File: config.mk
export PLATFORM = sky130hd
export DESIGN_NAME = cfg_write_arbiter
export DESIGN_NICKNAME = d
export VERILOG_FILES = /design/src/rtl/cfg_write_arbiter.sv
export SDC_FILE = /design/constraint.sdc
export NUM_CORES = 1
export LEC_CHECK = 0
export BUFFER_PORTS_ARGS = -buffer_cell sky130_fd_sc_hd__buf_2
export CORE_MARGIN = 2
export CORE_UTILIZATION = 40
export CTS_BUF_LIST = sky130_fd_sc_hd__clkbuf_2
export CTS_CLUSTER_SIZE = 20
export DETAILED_ROUTE_END_ITERATION = 16
export PLACE_DENSITY = 0.65
export SETUP_SLACK_MARGIN = 0.1
export SYNTH_ARGS = -nofsm -noshare
export SYNTH_HDL_FRONTEND = slang
export SYNTH_SLANG_ARGS = --single-unit
File: constraint.sdc
create_clock -name clk -period 2.89 [get_ports clk]
set_input_delay 0.1445 -clock clk [delete_from_list [all_inputs] [get_ports clk]]
set_output_delay 0.1445 -clock clk [all_outputs]
set_load 0.01 [all_outputs]
File: src/rtl/cfg_write_arbiter.sv
// cfg_write_arbiter: round-robin arbitration of two config writers into a 5-register bank; optional A-only lock at 0x05 via CFG_WRITE_ARBITER_LOCK_EN
module cfg_write_arbiter (
    input  logic       clk,
    input  logic       rst,
    input  logic       a_valid,
    input  logic [6:0] a_addr,
    input  logic [7:0] a_data,
    output logic       a_ready,
    input  logic       b_valid,
    input  logic [6:0] b_addr,
    input  logic [7:0] b_data,
    output logic       b_ready,
    output logic [7:0] en_reg_out_7_0,
    output logic [7:0] en_reg_out_15_8,
    output logic [7:0] en_reg_pwm_7_0,
    output logic [7:0] en_reg_pwm_15_8,
    output logic [7:0] pwm_duty_cycle,
    output logic       busy,
    output logic       err_pulse,
    output logic [7:0] wr_count
);
    typedef enum logic [1:0] {IDLE, GRANT_A, GRANT_B, COMMIT} state_t;
    state_t     state;
    logic       last_b;
    logic       src_b;
    logic [6:0] addr_q;
    logic [7:0] data_q;
    logic       ok;
`ifdef CFG_WRITE_ARBITER_LOCK_EN
    logic       lock;
    assign ok = src_b ? (!lock && addr_q <= 7'd4) : (addr_q <= 7'd5);
`else
    assign ok = addr_q <= 7'd4;
`endif
    assign a_ready = state == GRANT_A;
    assign b_ready = state == GRANT_B;
    assign busy    = state != IDLE;
    always_ff @(posedge clk) begin
        if (rst) begin
            state           <= IDLE;
            last_b          <= 1'b1;
            src_b           <= 1'b0;
            addr_q          <= '0;
            data_q          <= '0;
            err_pulse       <= 1'b0;
            wr_count        <= '0;
            en_reg_out_7_0  <= '0;
            en_reg_out_15_8 <= '0;
            en_reg_pwm_7_0  <= '0;
            en_reg_pwm_15_8 <= '0;
            pwm_duty_cycle  <= '0;
`ifdef CFG_WRITE_ARBITER_LOCK_EN
            lock            <= 1'b0;
`endif
        end else begin
            err_pulse <= 1'b0;
            case (state)
                IDLE: begin
                    if (a_valid && (!b_valid || last_b)) begin
                        state  <= GRANT_A;
                        last_b <= 1'b0;
                    end else if (b_valid) begin
                        state  <= GRANT_B;
                        last_b <= 1'b1;
                    end
                end
                GRANT_A: begin
                    state  <= a_valid ? COMMIT : IDLE;
                    addr_q <= a_addr;
                    data_q <= a_data;
                    src_b  <= 1'b0;
                end
                GRANT_B: begin
                    state  <= b_valid ? COMMIT : IDLE;
                    addr_q <= b_addr;
                    data_q <= b_data;
                    src_b  <= 1'b1;
                end
                default: begin
                    state <= IDLE;
                    if (ok) begin
                        wr_count <= wr_count + 8'd1;
                        if (addr_q == 7'd0) en_reg_out_7_0  <= data_q;
                        if (addr_q == 7'd1) en_reg_out_15_8 <= data_q;
                        if (addr_q == 7'd2) en_reg_pwm_7_0  <= data_q;
                        if (addr_q == 7'd3) en_reg_pwm_15_8 <= data_q;
                        if (addr_q == 7'd4) pwm_duty_cycle  <= data_q;
`ifdef CFG_WRITE_ARBITER_LOCK_EN
                        if (addr_q == 7'd5) lock <= data_q[0];
`endif
                    end else begin
                        err_pulse <= 1'b1;
                    end
                end
            endcase
        end
    end
endmodule

Yosys cells after proc, flatten, opt, wreduce, memory -nomap -nowiden
Cells that the tools add are included.
{ "op_classes": {"add_sub_neg": 1, "magnitude_cmp": 1, "n_eq_ne": 7, "mux": 10, "n_bitwise": 1, "n_reduce_logical": 17} }
{ "ops": {"columns": ["cell", "n"], "rows": [
  ["$pmux 8 s2", 1],
  ["$reduce_and 3->1", 5],
  ["$eq 7x2->1 const B", 2],
  ["$pmux 7 s2", 1],
  ["$add 8x1->8 const B", 1],
  ["$mux 2", 4],
  ["$eq 7x1->1 const B", 1],
  ["$eq 7x3->1 const B", 1],
  ["$le 7x3->1 const B", 1],
  ["$logic_not 7->1", 1],
  ["$pmux 2 s3", 1],
  ["$reduce_bool 2->1", 3],
  ["$reduce_and 2->1", 2],
  ["$reduce_or 4->1", 1],
  ["$mux 1", 3],
  ["$ne 3x3->1 const B", 1],
  ["$reduce_or 3->1", 1],
  ["$eq 2x1->1 const B", 1],
  ["$eq 2x2->1 const B", 1],
  ["$logic_not 2->1", 1],
  ["$logic_and 1x1->1", 1],
  ["$logic_not 1->1", 1],
  ["$logic_or 1x1->1", 1],
  ["$not 1->1", 1]
]} }
{ "word_totals": {"reg_bits": 67, "in_bits": 34, "output_inout_bits": 52, "wordCells": 48} }

Depth between registers and ports, before layout
Gate-level depths: netlist of the first run.
{ "logic_depth": {"word_depth": 5, "ltp_mapped": 6, "depth_no_buf": 6} }

Least setup slack after synthesis of the first run
No wires, ideal clock.
{ "synth_timing": {"path_kind": "register -> register", "startpoint": "register addr_q[3]", "endpoint": "register wr_count[7]", "setup_ps": 123, "arrival_time_ps": 1590, "required_time_ps": 2767, "setup_slack_ps": 1177, "path_stages_with_launch": 5, "path_buffers": 0, "period_less_slack_ps": 1713, "path_cell_list": "dfxtp_1 > or4_4 > nor4_4 > nand3_1 > mux2_1"} }
{ "synth_between": {"elab_chain_len": 2} }
{ "synth_rtl": {"columns": ["item", "line", "rtl"], "rows": [
  ["start: declaration", "26", "logic [6:0] addr_q;"],
  ["start signal: assignment", "69", "addr_q <= a_addr;"],
  ["start signal: assignment", "75", "addr_q <= b_addr;"],
  ["$le 7x3->1", "33", "assign ok = addr_q <= 7'd4;"],
  ["$reduce_and 2->1 (no line)", null, null],
  ["end signal: assignment", "82", "wr_count <= wr_count + 8'd1;"],
  ["end: declaration", "20", "output logic [7:0] wr_count"]
]} }
Every way passes these cells.
A chain may end at the register's enable or synchronous reset.

Worst setup path in the final report of the first run
{ "layout_timing": {"startpoint": "register state[0]", "endpoint": "register data_q[7]"} }
{ "layout_between": {"elab_chain_len": 2, "elab_cells_between_ends": 4, "cone_classes": "2 x eq/ne; 1 x mux; 1 x reduce/logical"} }
{ "layout_rtl": {"columns": ["item", "line", "rtl"], "rows": [
  ["start: declaration", "23", "state_t state;"],
  ["start signal: assignment", "68", "state <= a_valid ? COMMIT : IDLE;"],
  ["start signal: assignment", "74", "state <= b_valid ? COMMIT : IDLE;"],
  ["$eq 2x2->1 or $eq 2x1->1 (tied branches)", "57", "case (state)"],
  ["$pmux 8 s2 or $reduce_bool 2->1 (tied branches)", null, null],
  ["end signal: assignment", "70", "data_q <= a_data;"],
  ["end signal: assignment", "76", "data_q <= b_data;"],
  ["end: declaration", "27", "logic [7:0] data_q;"]
]} }
Parallel ways exist; a longest one is shown, timed or not.

==> metrics, run 1 <==
area of the mapped netlist 0.00273 sq mm; data arrival time at the worst-slack endpoint 2.77 ns; RD Place Congestion 0.758; Skew-Pair Late Insertion Delay 0.47 ns; Yosys reg bits 67; portion of synthesized cell area occupied by the leading cell type 0.491; reported max-cap violation count 0; clock skew after layout 0.0187 ns; status finished, final reports clean; biggest area contributors in the synthesized netlist sky130_fd_sc_hd__dfxtp_1 (49%), sky130_fd_sc_hd__mux2i_1 (21%), sky130_fd_sc_hd__nor2_1 (8.5%); peak supply drop 0.213 mV; Register-to-Register Setup Slack 0.52 ns; fin worst setup slack 0.524 ns; total global-route track usage 0.175; kind of start point of the critical path register; clock tree from TritonCTS built; startpoint of the worst-slack reg-to-reg timing path state[0]$_SDFFE_PP0P_; slew of the pin with the lowest slew margin 0.971 ns; flip-flop and latch area 0.00134 sq mm; headroom to the max-slew limit 0.352; number of setup buffers added after CTS 0; dominant cell type by area after synthesis sky130_fd_sc_hd__dfxtp_1; dominant register cell in the synthesized netlist sky130_fd_sc_hd__dfxtp_1; Worst-path clk slew 0.19 ns; Worst Hold Margin 0.0461 ns; fin. max-slew vios 0; WP data required 3.29 ns; number of search-and-repair iterations in the first detailed-routing pass 4; Critical path destination data_q[7]$_SDFFE_PP0P_; Filler Cells Inserted 614; Synth Warn # 0; count of final setup violators 0; Sequential Power Share 0.528; capture point of the worst reg-to-reg path data_q[7]$_SDFFE_PP0P_; number of DRC violations after detailed-routing iteration 0 138; via count 2324; placeable core region 0.00672 sq mm; Synth Instances 270; number of failing hold endpoints at the final stage 0; Multi-input gate area 0.00132 sq mm; chip width 86.7 microns; accumulated negative setup slack 0 ns; Total Routed Length 6.39 mm; fraction of power consumed by combinational cells 0.165; row count 30; EDFF count, synth 0; # diodes 0; Internal Dissipation 0.00142 W; type of element capturing the critical path register; number of routed nets with antenna violations 0; Hold Path Class primary input to register; Mapped Avg Cell Area 10.1 sq um; largest driver fanout on the critical path 19; effective utilization at floorplan 0.407; number of nets in the layout 415; fraction of the yosys area taken by sequential cells 0.491; number of nets produced by synthesis 309; power per unit of standard cell area 565 mW/mm^2; Clk pwr share 0.307; post-DR wirelength/cell 13.9 microns; CTS max path bufs 2; first-pass GRT wire length 10.2 mm; aggregate global routing overflow 0; Switching Power 0.000600 W; via count of the first global-routing pass 2061; Period minus WS final 2.37 ns; critical setup path kind register to register; final clock period utilization by the worst path 0.819; share of post-route cells with drive strength above 1 0.283; cell chosen for the clock root sky130_fd_sc_hd__clkbuf_2; post-placement worst setup slack 0.850 ns; proportion of register bits with asynchronous set or reset after synthesis 0; relative area change from synthesis to final layout 31.0%; Port-buffer cells 85; post-detailed-placement half-perimeter wirelength 4.29 mm; fraction of power spent switching nets 0.297; library cell with the highest instance count after synthesis sky130_fd_sc_hd__dfxtp_1; initial antenna violation count 0; die area 0.00751 sq mm; Remaining DRCs 0; hold wc startpoint a_addr[0]; most numerous cell types in the synthesized netlist sky130_fd_sc_hd__dfxtp_1 (67), sky130_fd_sc_hd__nor2_1 (62), sky130_fd_sc_hd__mux2i_1 (56); RSZ-0062 raised after global routing false; die span in y 86.7 microns; timing-limited maximum frequency 423 MHz; Top Ports 86; distinct cell type count after synthesis 30; via count normalized by instance count 5.04; beginning of the critical path state[0]$_SDFFE_PP0P_; leakage dissipation 1.84 nW; number of CTS-inserted buffers 9; CTS sink cnt 67; H-tree levels 3; Reg2Reg Depth 5; pin count of the biggest net entering global routing 42
-- layer usage --
metal | wire, microns | part of all wire | GRT usage
met1 | 2890 | 0.45 | 0.234
met2 | 3070 | 0.48 | 0.274
met3 | 314 | 0.049 | 0.0343
met4 | 115 | 0.018 | 0.0767
met5 | 0 | 0 | 0
-- final cells by class --
class	count	area share
Sequential cell	67	0.375
Timing Repair Buffer	109	0.185
Tap cell	80	0.0280
Clock inverter	7	0.0259
Multi-Input combinational cell	184	0.369
Clock buffer	9	0.0126
Inverter	5	0.00524
-- through the flow --
step	power, W	util	instance area [sq um]	std cells
2_1_floorplan	0.00128	-	2730	270
3_3_place_gp	0.00138	0.478	3210	422
3_5_place_dp	0.00139	0.478	3210	422
4_1_cts	0.00204	0.531	3570	460
5_1_grt	0.00214	0.533	3580	461
6_report	0.00202	0.533	3580	461
-- kinds of logic (layout without fill, tap and decap cells) --
kind of cell,after synthesis,count (layout),share of synthesized area
flip-flops,67,67,0.491
multiplexers,57,57,0.209
XOR/XNOR,4,4,0.0128
adder cells (fa/ha/maj),5,5,0.0229
buffers and inverters,19,130,0.0265
AND/OR/NAND/NOR,86,86,0.160
AO/OA/AOI/OAI,32,32,0.0778
-- how the worst min path moves through the flow --
stage / slack, ns / end / cells after the start
2_1_floorplan: 0.30 / err_pulse$_SDFF_PP0_ / 2
3_3_place_gp: 0.47 / en_reg_out_7_0[1]$_SDFFE_PP0P_ / 2
3_5_place_dp: 0.48 / last_b$_SDFFE_PP1P_ / 2
4_1_cts: 0.002 / data_q[5]$_SDFFE_PP0P_ / 3
5_1_grt: 0.0003 / data_q[5]$_SDFFE_PP0P_ / 3
6_report: 0.05 / addr_q[0]$_SDFFE_PP0P_ / 3
-- sequential cells by signal, summed over array words and instances (netlist names) --
name             count
wr_count             8
en_reg_pwm_15_8      8
en_reg_out_15_8      8
pwm_duty_cycle       8
en_reg_pwm_7_0       8
en_reg_out_7_0       8
last_b               1
err_pulse            1
addr_q               7
state                2
data_q               8
-- power groups by stage --
| stage | combinational, W | sequential (W) | clock [W] |
|---|---|---|---|
| 6_report | 0.000334 | 0.00107 | 0.000621 |
| 5_1_grt | 0.000371 | 0.00108 | 0.000687 |
| 4_1_cts | 0.000333 | 0.00107 | 0.000637 |
| 3_5_place_dp | 0.000300 | 0.00109 | 0 |
| 3_3_place_gp | 0.000295 | 0.00108 | 0 |
| 2_1_floorplan | 0.000228 | 0.00105 | 0 |
-- layout by cell type, fill, tap and decap left out --
cell type                       instances
sky130_fd_sc_hd__a31oi_1                2
sky130_fd_sc_hd__bufinv_16              2
sky130_fd_sc_hd__o21a_1                 1
sky130_fd_sc_hd__ha_1                   5
sky130_fd_sc_hd__nand3_1                3
sky130_fd_sc_hd__clkbuf_2               9
sky130_fd_sc_hd__inv_1                  5
sky130_fd_sc_hd__a211oi_1              15
sky130_fd_sc_hd__nor2_1                62
sky130_fd_sc_hd__a21oi_1                8
sky130_fd_sc_hd__nand2_1                1
sky130_fd_sc_hd__nand3_2                2
sky130_fd_sc_hd__buf_2                 85
sky130_fd_sc_hd__nor4_4                 2
sky130_fd_sc_hd__nor2b_1                2
sky130_fd_sc_hd__buf_4                  1
sky130_fd_sc_hd__or3_1                  2
sky130_fd_sc_hd__or4_1                  1
sky130_fd_sc_hd__mux2_1                 1
sky130_fd_sc_hd__a311o_1                1
sky130_fd_sc_hd__nand4_1                3
sky130_fd_sc_hd__dfxtp_1               67
sky130_fd_sc_hd__clkinv_4               1
sky130_fd_sc_hd__clkinv_2               1
sky130_fd_sc_hd__clkinv_1               1
sky130_fd_sc_hd__o211ai_1               2
sky130_fd_sc_hd__xor2_1                 2
sky130_fd_sc_hd__mux2i_1               56
sky130_fd_sc_hd__xnor2_1                2
sky130_fd_sc_hd__clkinvlp_4             2
sky130_fd_sc_hd__o21ai_0                3
sky130_fd_sc_hd__dlygate4sd3_1         23
sky130_fd_sc_hd__nor4_1                 3
sky130_fd_sc_hd__nand4b_1               2
sky130_fd_sc_hd__nand4_2                2
sky130_fd_sc_hd__or4_4                  1
-- critical path, cell delays in order (launching register included) --
cell                            delay [ns]
sky130_fd_sc_hd__dfxtp_1              0.37
sky130_fd_sc_hd__inv_1                0.11
sky130_fd_sc_hd__ha_1                 0.81
sky130_fd_sc_hd__mux2i_1              0.19
sky130_fd_sc_hd__dlygate4sd3_1        0.60
sky130_fd_sc_hd__a211oi_1             0.21
-- repair_timing --
item,4_1_cts,5_1_grt
endpoints found under the hold margin,13,1
resized for setup,0,0
hold buffers,22,1
(Power assumes the default switching activity.)
==> inputs of run 2 (changes only) <==
--- a/config.mk
+++ b/config.mk
@@ -5,13 +5,14 @@
 export SDC_FILE = /design/constraint.sdc
 export NUM_CORES = 1
 export LEC_CHECK = 0
+export ABC_AREA = 1
 export BUFFER_PORTS_ARGS = -buffer_cell sky130_fd_sc_hd__buf_2
 export CORE_MARGIN = 2
 export CORE_UTILIZATION = 40
 export CTS_BUF_LIST = sky130_fd_sc_hd__clkbuf_2
 export CTS_CLUSTER_SIZE = 20
 export DETAILED_ROUTE_END_ITERATION = 16
-export PLACE_DENSITY = 0.65
+export PLACE_DENSITY = 0.66
 export SETUP_SLACK_MARGIN = 0.1
 export SYNTH_ARGS = -nofsm -noshare
 export SYNTH_HDL_FRONTEND = slang
==> constraint.sdc (replaced) <==
create_clock -name clk -period 2 [get_ports clk]
set_input_delay 0.1 -clock clk [delete_from_list [all_inputs] [get_ports clk]]
set_output_delay 0.1 -clock clk [all_outputs]
set_load 0.01 [all_outputs]
==> metrics, run 2 <==
number of routed nets with antenna violations 0 (unchanged); Remaining DRCs 0 (unchanged); number of search-and-repair iterations in the first detailed-routing pass 4 (unchanged); critical setup path kind register to register; Total Routed Length 7.92 mm (+24%); distinct cell type count after synthesis 26 (-13%); Skew-Pair Late Insertion Delay 0.50 ns (+0.03 ns); Synth Instances 423 (+57%); Hold Path Class primary input to register; Mapped Avg Cell Area 7.23 sq um (-29%); list of cells traversed by the critical path inv_1 -> ha_1 -> inv_1 -> nor3_2 -> dlygate4sd3_1 -> nand2_1 -> a21oi_1; dominant cell type by area after synthesis sky130_fd_sc_hd__dfxtp_1; reported max-cap violation count 0 (unchanged); placeable core region 0.00733 sq mm (+9.1%); leakage dissipation 1.95 nW (+6.0%); first-pass GRT wire length 13.0 mm (+28%); number of failing hold endpoints at the final stage 0 (unchanged); number of CTS-inserted buffers 9 (unchanged); number of DRC violations after detailed-routing iteration 0 193 (+40%); headroom to the max-slew limit 0.684 (+0.332); pin count of the biggest net entering global routing 42 (unchanged); effective utilization at floorplan 0.417 (+0.0102); EDFF count, synth 0 (unchanged); power per unit of standard cell area 822 mW/mm^2 (+46%); biggest area contributors in the synthesized netlist sky130_fd_sc_hd__dfxtp_1 (44%), sky130_fd_sc_hd__nand2_1 (9.9%), sky130_fd_sc_hd__nand3_1 (8.5%); Port-buffer cells 85 (unchanged); utilization after layout 0.544 (+0.0110); number of nets in the layout 578 (+39%); cell at the slowest stage of the critical path sky130_fd_sc_hd__dlygate4sd3_1; timing-limited maximum frequency 578 MHz (+37%); Top Ports 86 (unchanged); Yosys reg bits 67 (unchanged); clock skew after layout 0.0295 ns (+0.0108 ns); placed cell areas 0.00353 sq mm (+9.8%); number of nets produced by synthesis 462 (+50%); family with the most delay on the worst path buffers and inverters; dominant cell type by count on the critical path sky130_fd_sc_hd__inv_1; accumulated negative setup slack 0 ns (unchanged); row count 31 (+3.3%); largest driver fanout on the critical path 5 (-14); post-layout total power 0.00328 W (+62%); fraction of the yosys area taken by sequential cells 0.439 (-0.0520); Reg2Reg Depth 7 (+2); clock tree from TritonCTS built; most numerous cell types in the synthesized netlist sky130_fd_sc_hd__nand2_1 (81), sky130_fd_sc_hd__dfxtp_1 (67), sky130_fd_sc_hd__nand3_1 (52); stage delay of the slowest cell on the critical path 0.60 ns (-0.21 ns); status finished, final reports clean; data arrival time at the worst-slack endpoint 2.16 ns (-0.61 ns); Period minus WS final 1.73 ns (-0.635 ns); via count normalized by instance count 4.78 (-5.2%); logic depth of the worst setup path including buffers 7 (+2); initial antenna violation count 0 (unchanged); peak supply drop 0.366 mV (+71%); share of post-route cells with drive strength above 1 0.228 (-0.0555); chip width 91.4 microns (+5.5%); fin. max-slew vios 0 (unchanged); CTS max path bufs 2 (unchanged); final clock period utilization by the worst path 0.865 (+0.0467); portion of synthesized cell area occupied by the leading cell type 0.439 (-0.0520); post-DR wirelength/cell 12.3 microns (-11%); cell chosen for the clock root sky130_fd_sc_hd__clkbuf_2; library cell with the highest instance count after synthesis sky130_fd_sc_hd__nand2_1; slew of the pin with the lowest slew margin 0.473 ns (-0.498 ns); # diodes 0 (unchanged); kind of start point of the critical path register; relative area change from synthesis to final layout 30.4%; most used cells in the layout excluding fill and tap cells sky130_fd_sc_hd__buf_2 (85), sky130_fd_sc_hd__nand2_1 (81), sky130_fd_sc_hd__dfxtp_1 (67), sky130_fd_sc_hd__nand3_1 (52), sky130_fd_sc_hd__nor2_1 (51); aggregate global routing overflow 0 (unchanged); type of element capturing the critical path register; die span in y 91.4 microns (+5.5%); proportion of register bits with asynchronous set or reset after synthesis 0 (unchanged); die area 0.00836 sq mm (+11%); count of buffering cells on the critical path with inverters included 3 (+1); RSZ-0062 raised after global routing false; CTS sink cnt 67 (unchanged); area of the mapped netlist 0.00306 sq mm (+12%); Worst-path clk slew 0.19 ns (about the same); dominant register cell in the synthesized netlist sky130_fd_sc_hd__dfxtp_1; area of all placed cells without fillers 0.00399 sq mm (+11%); most common cell after layout, fill and taps aside sky130_fd_sc_hd__buf_2; post-detailed-placement half-perimeter wirelength 5.25 mm (+22%); H-tree levels 3 (unchanged); WP data required 2.43 ns (-0.86 ns); Hold Path Stages 3 (unchanged); via count 3073 (+32%); RD Place Congestion 0.830 (+9.6%); total global-route track usage 0.194 (+0.0197); via count of the first global-routing pass 2805 (+36%); Synth Warn # 0 (unchanged); count of final setup violators 0 (unchanged)
[run 2: cell count changes after synthesis, sizes merged, moves of 14 or more]
cell    before  now
o21ai        3   21
inv          5   48
mux2i       56    0
a211oi      15    1
nand3        5   53
nand2        1   84
a21oi        8   43
[run 2: cell families (layout without fill, tap and decap cells)]
group,Yosys count,after routing,share of synthesized area
compound gates,80,80,0.144
fa+ha+maj,5,5,0.0205
buf+inv,72,193,0.113
flops,67,67,0.439
simple gates,199,199,0.284
[run 2: area by class of cell]
| cell class | count | area, sq um |
|---|---|---|
| clock buffers | 10 | 50.0 |
| clock inverters | 6 | 65.1 |
| repair buffers | 128 | 846 |
| inverters | 49 | 184 |
| well taps | 99 | 124 |
| flip-flops and latches | 67 | 1340 |
| fillers | 714 | 3340 |
| multi-input cells | 284 | 1380 |
[run 2: metrics by stage]
stage / instances / setup WS (ns) / hold WS [ns]
6_report: 643 / 0.269 / 0.387
5_1_grt: 643 / 0.117 / 0.383
4_1_cts: 643 / 0.194 / 0.394
3_5_place_dp: 593 / 0.287 / 0.394
3_3_place_gp: 593 / 0.360 / 0.385
2_1_floorplan: 423 / 0.510 / 0.298
[run 2: worst register-to-register path: cells and delay by family (launching register included)]
family	cells	cell delay [ns]
compound gates	1	0.15
fa+ha+maj	1	0.17
simple gates	2	0.20
flops	1	0.38
buf+inv	3	0.78
[run 2: per-layer routing]
| layer | vias up | routed length, microns | global-route usage |
|---|---|---|---|
| met5 | - | 0 | 0 |
| met1 | 1374 | 3650 | 0.251 |
| met4 | 0 | 125 | 0.0720 |
| met2 | 84 | 3710 | 0.313 |
| li1 | 1605 | - | - |
| met3 | 10 | 441 | 0.0473 |
[run 2: final timing paths]
check	from	endpoint	slack [ns]
max	state[0]$_SDFFE_PP0P_	state[0]$_SDFFE_PP0P_	0.27
min	rst	wr_count[1]$_SDFFE_PP0P_	0.39
max reg2reg	state[0]$_SDFFE_PP0P_	state[0]$_SDFFE_PP0P_	0.27
min reg2reg	last_b$_SDFFE_PP1P_	last_b$_SDFFE_PP1P_	0.50
[run 2: where the power goes]
group	switching, W	internal (W)
Clock	0.000505	0.000296
Combinational	0.000596	0.000320
Sequential	0.000102	0.00146
Total	0.00120	0.00208
[run 2: timing repair]
action	CTS	global route
hold buffers	34	0
setup endpoints to repair	0	2
gates resized for setup	0	1
hold endpoints to repair	22	0
setup buffers	0	0
